File: src/rtl/demux_sched_if.sv
// rtl/demux_sched_if.sv - handshake and output bundle for the demux scheduler
// The source/sink side uses master; the scheduler uses slave.
interface demux_sched_if;
  logic       in_valid;
  logic       in_bit;
  logic       in_ready;
  logic [3:0] out_ready;
  logic [3:0] x;
  logic [3:0] x_valid;
  logic [1:0] sel;
  logic       frame_done;
  logic       stall_err;

  modport master (
    output in_valid, in_bit, out_ready,
    input  in_ready, x, x_valid, sel, frame_done, stall_err
  );

  modport slave (
    input  in_valid, in_bit, out_ready,
    output in_ready, x, x_valid, sel, frame_done, stall_err
  );
endinterface

File: src/rtl/demux_sched.sv
// rtl/demux_sched.sv - round-robin 1-to-4 serial bit demux with stall detection
// DEMUX_SCHED_SKIP_EN: work-conserving grant; undefined: strict order g = ptr.
module demux_sched (
  input  logic          clk,
  input  logic          rst,
  input  logic          en_n,
  demux_sched_if.slave  bus
);

  typedef enum logic [1:0] {IDLE, RUN, STALL} state_t;

  state_t     state_q, state_d;
  logic [1:0] ptr_q, ptr_d;
  logic [1:0] xfer_cnt_q, xfer_cnt_d;
  logic [1:0] sel_q, sel_d;
  logic [3:0] stall_cnt_q, stall_cnt_d;
  logic [3:0] x_q, x_d;
  logic [3:0] x_valid_q, x_valid_d;
  logic       frame_done_q, frame_done_d;
  logic       stall_err_q, stall_err_d;

  logic [1:0] grant;
  logic       grant_ok;
  logic       xfer;

`ifdef DEMUX_SCHED_SKIP_EN
  logic [1:0] cand;

  // Scan farthest offset first so the nearest ready channel wins.
  always_comb begin
    grant    = ptr_q;
    grant_ok = 1'b0;
    cand     = ptr_q;
    for (int i = 3; i >= 0; i--) begin
      cand = ptr_q + 2'(i);
      if (bus.out_ready[cand]) begin
        grant    = cand;
        grant_ok = 1'b1;
      end
    end
  end
`else
  always_comb begin
    grant    = ptr_q;
    grant_ok = bus.out_ready[ptr_q];
  end
`endif

  // Gating on en_n keeps a disabling edge from ever accepting a bit.
  assign bus.in_ready = (state_q == RUN) && !en_n && grant_ok;
  assign xfer         = bus.in_ready && bus.in_valid;

  always_comb begin
    state_d      = state_q;
    ptr_d        = ptr_q;
    xfer_cnt_d   = xfer_cnt_q;
    sel_d        = sel_q;
    stall_cnt_d  = stall_cnt_q;
    stall_err_d  = stall_err_q;
    x_d          = 4'b0000;
    x_valid_d    = 4'b0000;
    frame_done_d = 1'b0;

    case (state_q)
      IDLE: begin
        if (!en_n) begin
          state_d     = RUN;
          ptr_d       = 2'd0;
          xfer_cnt_d  = 2'd0;
          stall_cnt_d = 4'd0;
        end
      end
      RUN: begin
        if (en_n) begin
          state_d     = IDLE;
          ptr_d       = 2'd0;
          xfer_cnt_d  = 2'd0;
          stall_cnt_d = 4'd0;
          stall_err_d = 1'b0;
        end else begin
          if (xfer) begin
            x_d          = 4'(bus.in_bit) << grant;
            x_valid_d    = 4'b0001 << grant;
            sel_d        = grant;
            ptr_d        = grant + 2'd1;
            xfer_cnt_d   = xfer_cnt_q + 2'd1;
            frame_done_d = (xfer_cnt_q == 2'd3);
          end
          if (bus.in_valid && !bus.in_ready) begin
            stall_cnt_d = stall_cnt_q + 4'd1;
            if (stall_cnt_q == 4'd14) begin
              state_d     = STALL;
              stall_err_d = 1'b1;
            end
          end else begin
            stall_cnt_d = 4'd0;
          end
        end
      end
      STALL: begin
        if (en_n) begin
          state_d     = IDLE;
          ptr_d       = 2'd0;
          xfer_cnt_d  = 2'd0;
          stall_cnt_d = 4'd0;
          stall_err_d = 1'b0;
        end
      end
      default: state_d = IDLE;
    endcase
  end

  always_ff @(posedge clk or posedge rst) begin
    if (rst) begin
      state_q      <= IDLE;
      ptr_q        <= 2'd0;
      xfer_cnt_q   <= 2'd0;
      sel_q        <= 2'd0;
      stall_cnt_q  <= 4'd0;
      stall_err_q  <= 1'b0;
      x_q          <= 4'b0000;
      x_valid_q    <= 4'b0000;
      frame_done_q <= 1'b0;
    end else begin
      state_q      <= state_d;
      ptr_q        <= ptr_d;
      xfer_cnt_q   <= xfer_cnt_d;
      sel_q        <= sel_d;
      stall_cnt_q  <= stall_cnt_d;
      stall_err_q  <= stall_err_d;
      x_q          <= x_d;
      x_valid_q    <= x_valid_d;
      frame_done_q <= frame_done_d;
    end
  end

  assign bus.x          = x_q;
  assign bus.x_valid    = x_valid_q;
  assign bus.sel        = sel_q;
  assign bus.frame_done = frame_done_q;
  assign bus.stall_err  = stall_err_q;

endmodule

File: src/flat_wrapper.sv
// flat-port wrapper written by rule: the top's interface ports become plain ports
module demux_sched_flat 
  (clk, rst, en_n, bus_in_valid, bus_in_bit, bus_out_ready, bus_in_ready, bus_x, bus_x_valid, bus_sel, bus_frame_done, bus_stall_err);
  demux_sched_if bus_i ();
  input  logic clk;
  input  logic rst;
  input  logic en_n;
  input wire logic [$bits(bus_i.in_valid)-1:0] bus_in_valid;
  input wire logic [$bits(bus_i.in_bit)-1:0] bus_in_bit;
  input wire logic [$bits(bus_i.out_ready)-1:0] bus_out_ready;
  output wire logic [$bits(bus_i.in_ready)-1:0] bus_in_ready;
  output wire logic [$bits(bus_i.x)-1:0] bus_x;
  output wire logic [$bits(bus_i.x_valid)-1:0] bus_x_valid;
  output wire logic [$bits(bus_i.sel)-1:0] bus_sel;
  output wire logic [$bits(bus_i.frame_done)-1:0] bus_frame_done;
  output wire logic [$bits(bus_i.stall_err)-1:0] bus_stall_err;
  assign bus_i.in_valid = bus_in_valid;
  assign bus_i.in_bit = bus_in_bit;
  assign bus_i.out_ready = bus_out_ready;
  assign bus_in_ready = bus_i.in_ready;
  assign bus_x = bus_i.x;
  assign bus_x_valid = bus_i.x_valid;
  assign bus_sel = bus_i.sel;
  assign bus_frame_done = bus_i.frame_done;
  assign bus_stall_err = bus_i.stall_err;
  demux_sched u_core (.clk(clk), .rst(rst), .en_n(en_n), .bus(bus_i));
endmodule
File: config.mk
export PLATFORM = sky130hd
export DESIGN_NAME = demux_sched_flat
export DESIGN_NICKNAME = d
export VERILOG_FILES = /design/src/rtl/demux_sched_if.sv /design/src/rtl/demux_sched.sv /design/src/flat_wrapper.sv
export SDC_FILE = /design/constraint.sdc
export NUM_CORES = 1
export LEC_CHECK = 0
export CELL_PAD_IN_SITES_DETAIL_PLACEMENT = 1
export CELL_PAD_IN_SITES_GLOBAL_PLACEMENT = 2
export CORE_AREA = 5 5 62 92
export DETAILED_ROUTE_END_ITERATION = 12
export DIE_AREA = 0 0 67 97
export GPL_ROUTABILITY_DRIVEN = 1
export GPL_TIMING_DRIVEN = 0
export PLACE_DENSITY_LB_ADDON = 0.3
export SLEW_MARGIN = 10
export SYNTH_ARGS = -nofsm -noshare
export SYNTH_HDL_FRONTEND = slang
export SYNTH_SLANG_ARGS = --single-unit
File: constraint.sdc
create_clock -name clk -period 2.85 [get_ports clk]
set_input_delay 0.285 -clock clk [delete_from_list [all_inputs] [get_ports clk]]
set_output_delay 0.285 -clock clk [all_outputs]
set_load 0.02 [all_outputs]
==> results of run 1 <==
## cell families (layout without fill, tap and decap cells)
kind of cell | Yosys count | count (layout)
and+or+nand+nor | 32 | 32
muxes | 8 | 8
xor gates and xnor gates | 3 | 3
buffers and inverters | 9 | 33
DFF | 22 | 22
adders and majority gates | 7 | 7
AOI/OAI and AO/OA | 12 | 12
## through the flow
step	instance area (µm²)	utilization, %	hold WS (ns)
4_1_cts	1420	29.8	0.352
6_report	1420	29.8	0.355
5_1_grt	1420	29.8	0.373
3_3_place_gp	1350	28.3	0.487
3_5_place_dp	1350	28.3	0.491
2_1_floorplan	1070	-	0.274
## cell usage after synthesis, types with 2 or more instances
| master | count |
|---|---|
| a21o_1 | 2 |
| a21oi_1 | 2 |
| and3_1 | 6 |
| clkbuf_1 | 4 |
| dfrtp_1 | 22 |
| ha_1 | 7 |
| inv_1 | 4 |
| mux2_2 | 6 |
| nand2_1 | 8 |
| nand2b_1 | 3 |
| nand3_1 | 2 |
| nor2_1 | 2 |
| nor3_1 | 2 |
| nor3b_1 | 5 |
| o21ai_0 | 5 |
| xor2_1 | 2 |
## state kept, by name, summed over array words and instances, names as in the netlist
signal	cells
u_core.bus.x	4
u_core.grant	2
u_core.stall_cnt_q	4
u_core.xfer_cnt_q	2
u_core.bus.stall_err	1
u_core.bus.x_valid	4
u_core.bus.sel	2
u_core.bus.frame_done	1
u_core.state_q	2
## how the worst max path moves through the flow
stage | from | end | depth (start not counted)
2_1_floorplan | u_core.grant[0] | u_core.state_q[1] | 5
4_1_cts | u_core.grant[0] | bus_in_ready | 4
6_report | u_core.grant[0] | bus_in_ready | 4
3_3_place_gp | bus_out_ready[3] | bus_in_ready | 4
5_1_grt | u_core.grant[0] | bus_in_ready | 4
3_5_place_dp | bus_out_ready[3] | bus_in_ready | 4
## placed cells by master (no fill, tap or decap), drive strengths merged
cell,instances
dfrtp,22
clkdlybuf4s50,20
nand2,8
ha,7
clkbuf,7
mux2,6
and3,6
nor3b,5
o21ai,5
inv,4
nand2b,3
nor2,3
nand3,2
a21oi,2
xor2,2
nor3,2
a21o,2
buf,1
mux4,1
or3,1
o31ai,1
and4bb,1
and2,1
mux2i,1
a31oi,1
a22o,1
xnor2,1
bufinv,1
## layer usage
layer	up-vias	wire length (µm)
met3	2	100
met4	0	26
met1	376	891
li1	365	-
met2	10	1290
met5	-	0
## area by class of cell
type	count	area [µm²]
Timing Repair Buffer	20	200
Fill cell	532	3350
Clock buffer	3	41.3
Multi-Input combinational cell	62	474
Tap cell	66	82.6
Clock inverter	1	30.0
Sequential cell	22	551
Buffer	5	26.3
Inverter	4	15.0
## power groups by stage
stage | Combinational [mW] | Sequential, mW | Clock (mW)
after floorplan | 0.0372 | 0.332 | 0
after global placement | 0.0688 | 0.329 | 0
after detailed placement | 0.0702 | 0.330 | 0
after CTS | 0.0705 | 0.323 | 0.301
after global routing | 0.0759 | 0.324 | 0.313
final | 0.0683 | 0.323 | 0.292
## worst max-delay path, cell delays in order, from the launching register on
cell and delay [ns]:
dfrtp_1 0.40, buf_6 0.15, mux4_2 0.61, nor3b_1 0.19, clkdlybuf4s50_1 0.56
==> out/results.ini, run 1 <==
[outcome]
status=complete, no violations

[setup_path]
crit_type=reg2out
arrival_ns=2.17
r2r_end=u_core.state_q[1]
reg2reg_slack_ns=0.85
critPathCaptureType=primary output
reg2reg_from=u_core.grant[0]
path_max_fanout=10
start_kind=register
required_ns=2.57
reg2regPathDepth=5

[clock_tree]
clock_latency_ns=0.26
cts_sinks=22
clockBufferDepth=2
cts_made_buffers=3
ctsHoldBuffers=0
path_clk_slew_ns=0.09
cts_setup_buffers=0
htree_levels=1
cts.root.buffer_cell=clkbuf_8
cts.repair.resized=0
cts_tree=built

[die]
die_w_um=67
core_mm2=0.00477
die_h_um=97
io_pins=22
die_area_mm2=0.00650
rows=31
initial_core_util_pct=22.3

[grt]
grt_use_met3_pct=2.09
grt_pass1_vias=832
grt_pass1_wl_um=3840
grt_start_max_net_pins=23
grt-ovfl-total=0
antenna_found_initial=0
use_met1_pct=7.99
grtUsageTotal_pct=7.61
grt.busiest_layer=met2
gr-usage-met2_pct=13.6

[placed_design]
gp_congestion=0.688
io_buffers=20
place_inst=179
place_hpwl_um=1780
place_ws_ns=0.519

[routing]
drc=0
viasPerCell=4.11
vias=753
detail-route-antenna-nets=0
first_pass_iters=4
wire_per_inst_um=12.6
finalWirelength_um=2300
drt-initial-drc-count=4

[power_and_ir_drop]
p_sw_uw=146
pwr-share-comb_pct=10.0
p_leak_nw=0.650
report.power.total_uw=684
p_seq_share_pct=47.3
swShare_pct=21.3
p_clk_share_pct=42.7
p_int_uw=538
power.density_mw_per_mm2=481
peakVddDrop_mv=0.161

[synthesis]
yosys.area.top_type=dfrtp_1
synth_compound_area_share_pct=6.81
synth-seq-area-share_pct=51.6
synthAdderAreaFrac_pct=8.22
synth_top_area_share_pct=51.6
synth_edf_count=0
synth-simple-area-share_pct=17.6
synth_seq_cells=22
syn_area_mm2=0.00107
syn_avg_cell_area_um2=11.5
ys_warn_count=0
syn_inst=93
synth_fp_nets=109
yosysUniqueCellTypes=27
synth_top_family_by_area=simple AND/OR/NAND/NOR gates
synthArstFlopShare_pct=100
muxShareOfSynthArea_pct=9.39
synth-xor-area-share_pct=2.46
yosys-top-cells-area=dfrtp_1, ha_1, mux2_2
synth_flop_cell=dfrtp_1

[sta]
worst_pin_slew_ns=0.851
final-hold-violation-count=0
finClkSkew_ns=0.00626
drv_slew=0
finalSetupTns_ns=0
finalSetupViolations=0
rsz0062_at_grt=no
fmax_mhz=407
fin_ws_ns=0.392
slew_headroom_pct=43.2
period_share_pct=86.3
finalCriticalPeriod_ns=2.46

[min_path]
hold_path_startpoint=en_n
min_path_cells=2
hp-class=in2reg
worstHoldEndpoint=u_core.state_q[1]

[finish]
final_cells=183
nNetsFinal=134
layout-drive-gt1-share_pct=12.8
syn_to_final_growth_pct=33.2
antenna_cells=0

[flow_run]
cap_violations=0

Power figures use the tool's default switching activity.
==> run 2: changes to the inputs <==
- ABC_CLOCK_PERIOD_IN_PS: default -> 2500
- CTS_CLUSTER_DIAMETER: default -> 30
- clock period: 2.85 -> 2.5 ns (I/O delays scaled with it)
==> run 2 against run 1 <==
  * Core utilization is 0.052 points higher
  * Via count is 0.27% higher
  * Clock skew is 0.00063 ns lower
  * Final cell count stayed put
  * Largest power group unchanged
  * Sequential power is 14% higher
  * First-iteration DRC count is 50% higher
  * Highest routed layer unchanged
  * Sequential share of layout area is 0.068 points lower
  * Critical path depth stayed put
==> out/results.ini, run 2 (synthesized netlist as in run 1, its figures left out) <==
[grt]
grt_start_max_net_pins=23
grt-ovfl-total=0
antenna_found_initial=0
grt_pass1_wl_um=3840
grt_pass1_vias=832
grtUsageTotal_pct=7.61

[sta]
finalSetupViolations=0
slew_headroom_pct=43.4
worst_pin_slew_ns=0.848
rsz0062_at_grt=no
period_share_pct=83.7
finalCriticalPeriod_ns=2.09
drv_slew=0
finalSetupTns_ns=0
hold_ws_ns=0.320
finClkSkew_ns=0.00563
final-hold-violation-count=0
fmax_mhz=478

[routing]
drt-initial-drc-count=6
detail-route-antenna-nets=0
viasPerCell=4.13
finalWirelength_um=2310
first_pass_iters=4
drc=0
wire_per_inst_um=12.6
vias=755

[setup_path]
crit_type=reg2out
path_max_fanout=10
reg2reg_from=u_core.grant[0]
critPathCaptureType=primary output
crit_family=multiplexers
startpoint=u_core.grant[0]
arrival_ns=1.84
cp.buffers_inverters=2
start_kind=register
critPathMaxStageDelay_ns=0.61
required_ns=2.25
path_cells=buf_6 -> mux4_2 -> nor3b_1 -> dlymetal6s2s_1
cp_slowest_cell=mux4_2

[die]
die_h_um=97
initial_core_util_pct=22.3
die_w_um=67
rows=31
io_pins=22
core_mm2=0.00477
die_area_mm2=0.00650

[finish]
fillers=531
syn_to_final_growth_pct=33.5
layout-drive-gt1-share_pct=12.8
layout_commonest_cell=dfrtp_1
finalInstanceArea_mm2=0.00142
nNetsFinal=134
final_cell_mix=dfrtp_1, clkdlybuf4s50_1, nand2_1, ha_1
antenna_cells=0

[clock_tree]
ctsHoldBuffers=0
cts.root.buffer_cell=clkbuf_8
cts_tree=built
htree_levels=1
cts.repair.resized=0
cts_setup_buffers=0
cts_made_buffers=3
path_clk_slew_ns=0.08
clock_latency_ns=0.26
cts_sinks=22
clockBufferDepth=2

[outcome]
status=complete, no violations

[min_path]
hold_path_startpoint=en_n
hp-class=in2reg

[placed_design]
placed_area_mm2=0.00135
io_buffers=20
gp_congestion=0.688
place_hpwl_um=1780

[power_and_ir_drop]
peakVddDrop_mv=0.183
power.density_mw_per_mm2=547
report.power.total_uw=778
p_leak_nw=0.667

[flow_run]
cap_violations=0

==> run 2: cell types whose count changed in the layout (fill, tap and decap cells not counted), sizes merged <==
cell	delta
clkdlybuf4s50	-1
dlymetal6s2s	+1
==> run 2: layer usage <==
metal	routed length, µm	share of wire, %	global-route usage, %	up-vias
met2	1300	56	13.6	10
li1	-	-	-	366
met5	0	0	0	-
met3	100	4.3	2.09	2
met1	885	38	7.99	377
met4	26	1.1	3.28	0
==> run 2: power breakdown <==
| group | internal (mW) | switching (mW) |
|---|---|---|
| registers | 0.363 | 0.00520 |
| logic | 0.0363 | 0.0415 |
| clock network | 0.214 | 0.119 |
==> run 2: cell type report <==
cell class	count	area, µm²	share of cell area [%]
Sequential cell	22	551	38.7
Multi-Input combinational cell	62	474	33.3
Timing Repair Buffer	20	203	14.2
Tap cell	66	82.6	5.80
Clock buffer	3	41.3	2.90
Clock inverter	1	30.0	2.11
Buffer	5	26.3	1.85
Inverter	4	15.0	1.06
==> run 2: final timing paths <==
path	to	slack, ns	cells past startpoint
min	u_core.state_q[1]	0.32	2
min reg2reg	u_core.bus.sel[1]	0.51	1
max	bus_in_ready	0.41	4
min in group asynchronous	u_core.xfer_cnt_q[1]	0.46	2
max in group asynchronous	u_core.stall_cnt_q[2]	1.52	2
max reg2reg	u_core.state_q[1]	0.50	5
==> run 2: stage by stage <==
step | std cells | worst slack [ns] | util [%]
floorplan | 93 | 0.641 | -
detailed placement | 179 | 0.239 | 28.3
global placement | 179 | 0.235 | 28.3
CTS | 183 | 0.0464 | 29.8
global route | 183 | 0.309 | 29.8
finish | 183 | 0.407 | 29.8
==> run 3: changes to the inputs <==
- ABC_CLOCK_PERIOD_IN_PS: 2500 -> 2020
- clock period: 2.5 -> 2.02 ns (I/O delays scaled with it)
==> run 3 against run 2 <==
  * Global-route usage up 0.23 points
  * Die area unchanged
  * Combinational power up 40%
  * Critical path depth up 2
  * Via count up 2.9%
  * Wire length up 3.5%
  * Count of clock-buffer cells in the layout unchanged
  * Sequential power up 24%
  * Setup slack worse by 0.35 ns
  * Non-clock buffer count up 5
  * Register-to-register slack worse by 0.44 ns
  * First-iteration DRC count unchanged
  * Critical path type is now reg2reg
==> out/results.ini, run 3 (synthesized netlist as in run 1, its figures left out) <==
[die]
die_area_mm2=0.00650
core_mm2=0.00477
die_h_um=97
io_pins=22
rows=31
initial_core_util_pct=22.3
die_w_um=67

[power_and_ir_drop]
p_int_uw=768
peakVddDrop_mv=0.227
report.power.total_uw=976
p_clk_share_pct=42.1
p_sw_uw=207
pwr-share-comb_pct=11.2
p_leak_nw=0.687
power.density_mw_per_mm2=668
p_seq_share_pct=46.7
swShare_pct=21.3

[setup_path]
required_ns=2.22
start_kind=register
crit_type=reg2reg
critPathCaptureType=register
critPathMaxStageDelay_ns=0.54
worst_path_most_repeated_cell=buf_6
crit_family=multiplexers
path_cells=buf_6 -> mux4_2 -> buf_6 -> or3_4 -> mux2_4 -> nor2_2
cp_slowest_cell=mux4_2
path_max_fanout=3
cp.buffers_inverters=2
arrival_ns=2.16

[clock_tree]
cts_made_buffers=3
cts_tree=built
clockBufferDepth=2
htree_levels=1
ctsHoldBuffers=0
path_clk_slew_ns=0.08
clock_latency_ns=0.26
cts_sinks=22
cts.root.buffer_cell=clkbuf_8

[sta]
final-hold-violation-count=0
worst_pin_slew_ns=0.847
finClkSkew_ns=0.00594
period_share_pct=97.0
finalCriticalPeriod_ns=1.96
slew_headroom_pct=43.5
fmax_mhz=510
finalSetupViolations=0
drv_slew=0

[grt]
grtUsageTotal_pct=7.84
grt_start_max_net_pins=23
grt_pass1_wl_um=3940
grt-ovfl-total=0
antenna_found_initial=0
grt_pass1_vias=853

[routing]
finalWirelength_um=2390
viasPerCell=4.13
drc=0
vias=777
detail-route-antenna-nets=0
drt-initial-drc-count=6
first_pass_iters=4
wire_per_inst_um=12.7

[placed_design]
gp_congestion=0.688
place_hpwl_um=1780
placed_area_mm2=0.00135
io_buffers=20
place_inst=179

[finish]
multiInputGateArea_um2=478
layout_commonest_cell=dfrtp_1
syn_to_final_growth_pct=37.1
final_cell_mix=dfrtp_1, clkdlybuf4s50_1, nand2_1, ha_1, and3_1
antenna_cells=0
layout-drive-gt1-share_pct=18.0
fillers=534
regArea_um2=551
final_cells=188
nNetsFinal=139
finalInstanceArea_mm2=0.00146

[min_path]
hp-class=in2reg

[flow_run]
cap_violations=0

[outcome]
status=complete, no violations

[run 3: metal layers]
metal  track usage (%)  routed length [µm]  vias up
li1                  -                   -      378
met1              8.13                 872      385
met2              14.2                1390       12
met3              2.09                 103        2
met4              3.28                  26        0
met5                 0                   0        -
[run 3: cell type report]
cell class | instances | share of cell area [%]
Timing Repair Buffer | 25 | 16.2
Multi-Input combinational cell | 62 | 32.7
Buffer | 5 | 1.88
Tap cell | 66 | 5.65
Clock inverter | 1 | 2.05
Sequential cell | 22 | 37.7
Inverter | 4 | 1.03
Clock buffer | 3 | 2.83
[run 3: power by group through the flow]
stage	registers, mW	clock network (mW)	logic (mW)
2_1_floorplan	0.469	0	0.0525
3_3_place_gp	0.464	0	0.0971
3_5_place_dp	0.465	0	0.0991
4_1_cts	0.456	0.424	0.109
5_1_grt	0.457	0.441	0.121
6_report	0.455	0.411	0.109
[run 3: worst reg2reg max path: cells and delay by family (launching register included)]
kind / cells / cell delay (ns)
AND/OR/NAND/NOR: 2 / 0.45
buffers and inverters: 2 / 0.26
multiplexers: 2 / 0.82
flip-flops: 1 / 0.37
[run 3: repair_timing]
action,in CTS,in global routing
resized for setup,2,6
pin swaps,0,0
setup buffers,4,1
endpoints found under the setup margin,2,6
[run 3: per-stage QoR]
stage               setup WS [ns]  utilization, %  setup TNS [ns]  hold slack (ns)
floorplan                   0.161               -               0            0.191
global placement           -0.149            28.3          -0.196            0.487
detailed placement         -0.145            28.3          -0.213            0.491
CTS                        0.0226            30.4               0            0.269
global route            -0.000677            30.6       -0.000677            0.290
finish                     0.0605            30.6               0            0.272
[run 3: path summary, 6_finish.rpt]
path / startpoint / endpoint / slack (ns) / depth (start not counted)
worst max-delay path: u_core.grant[0] / u_core.state_q[1] / 0.06 / 6
worst min-delay path: en_n / u_core.state_q[1] / 0.27 / 2
worst max register to register: u_core.grant[0] / u_core.state_q[1] / 0.06 / 6
worst min register to register: u_core.bus.sel[1] / u_core.bus.sel[1] / 0.51 / 1
max in group asynchronous: rst / u_core.stall_cnt_q[2] / 1.09 / 2
min in group asynchronous: rst / u_core.bus.x_valid[0] / 0.41 / 2
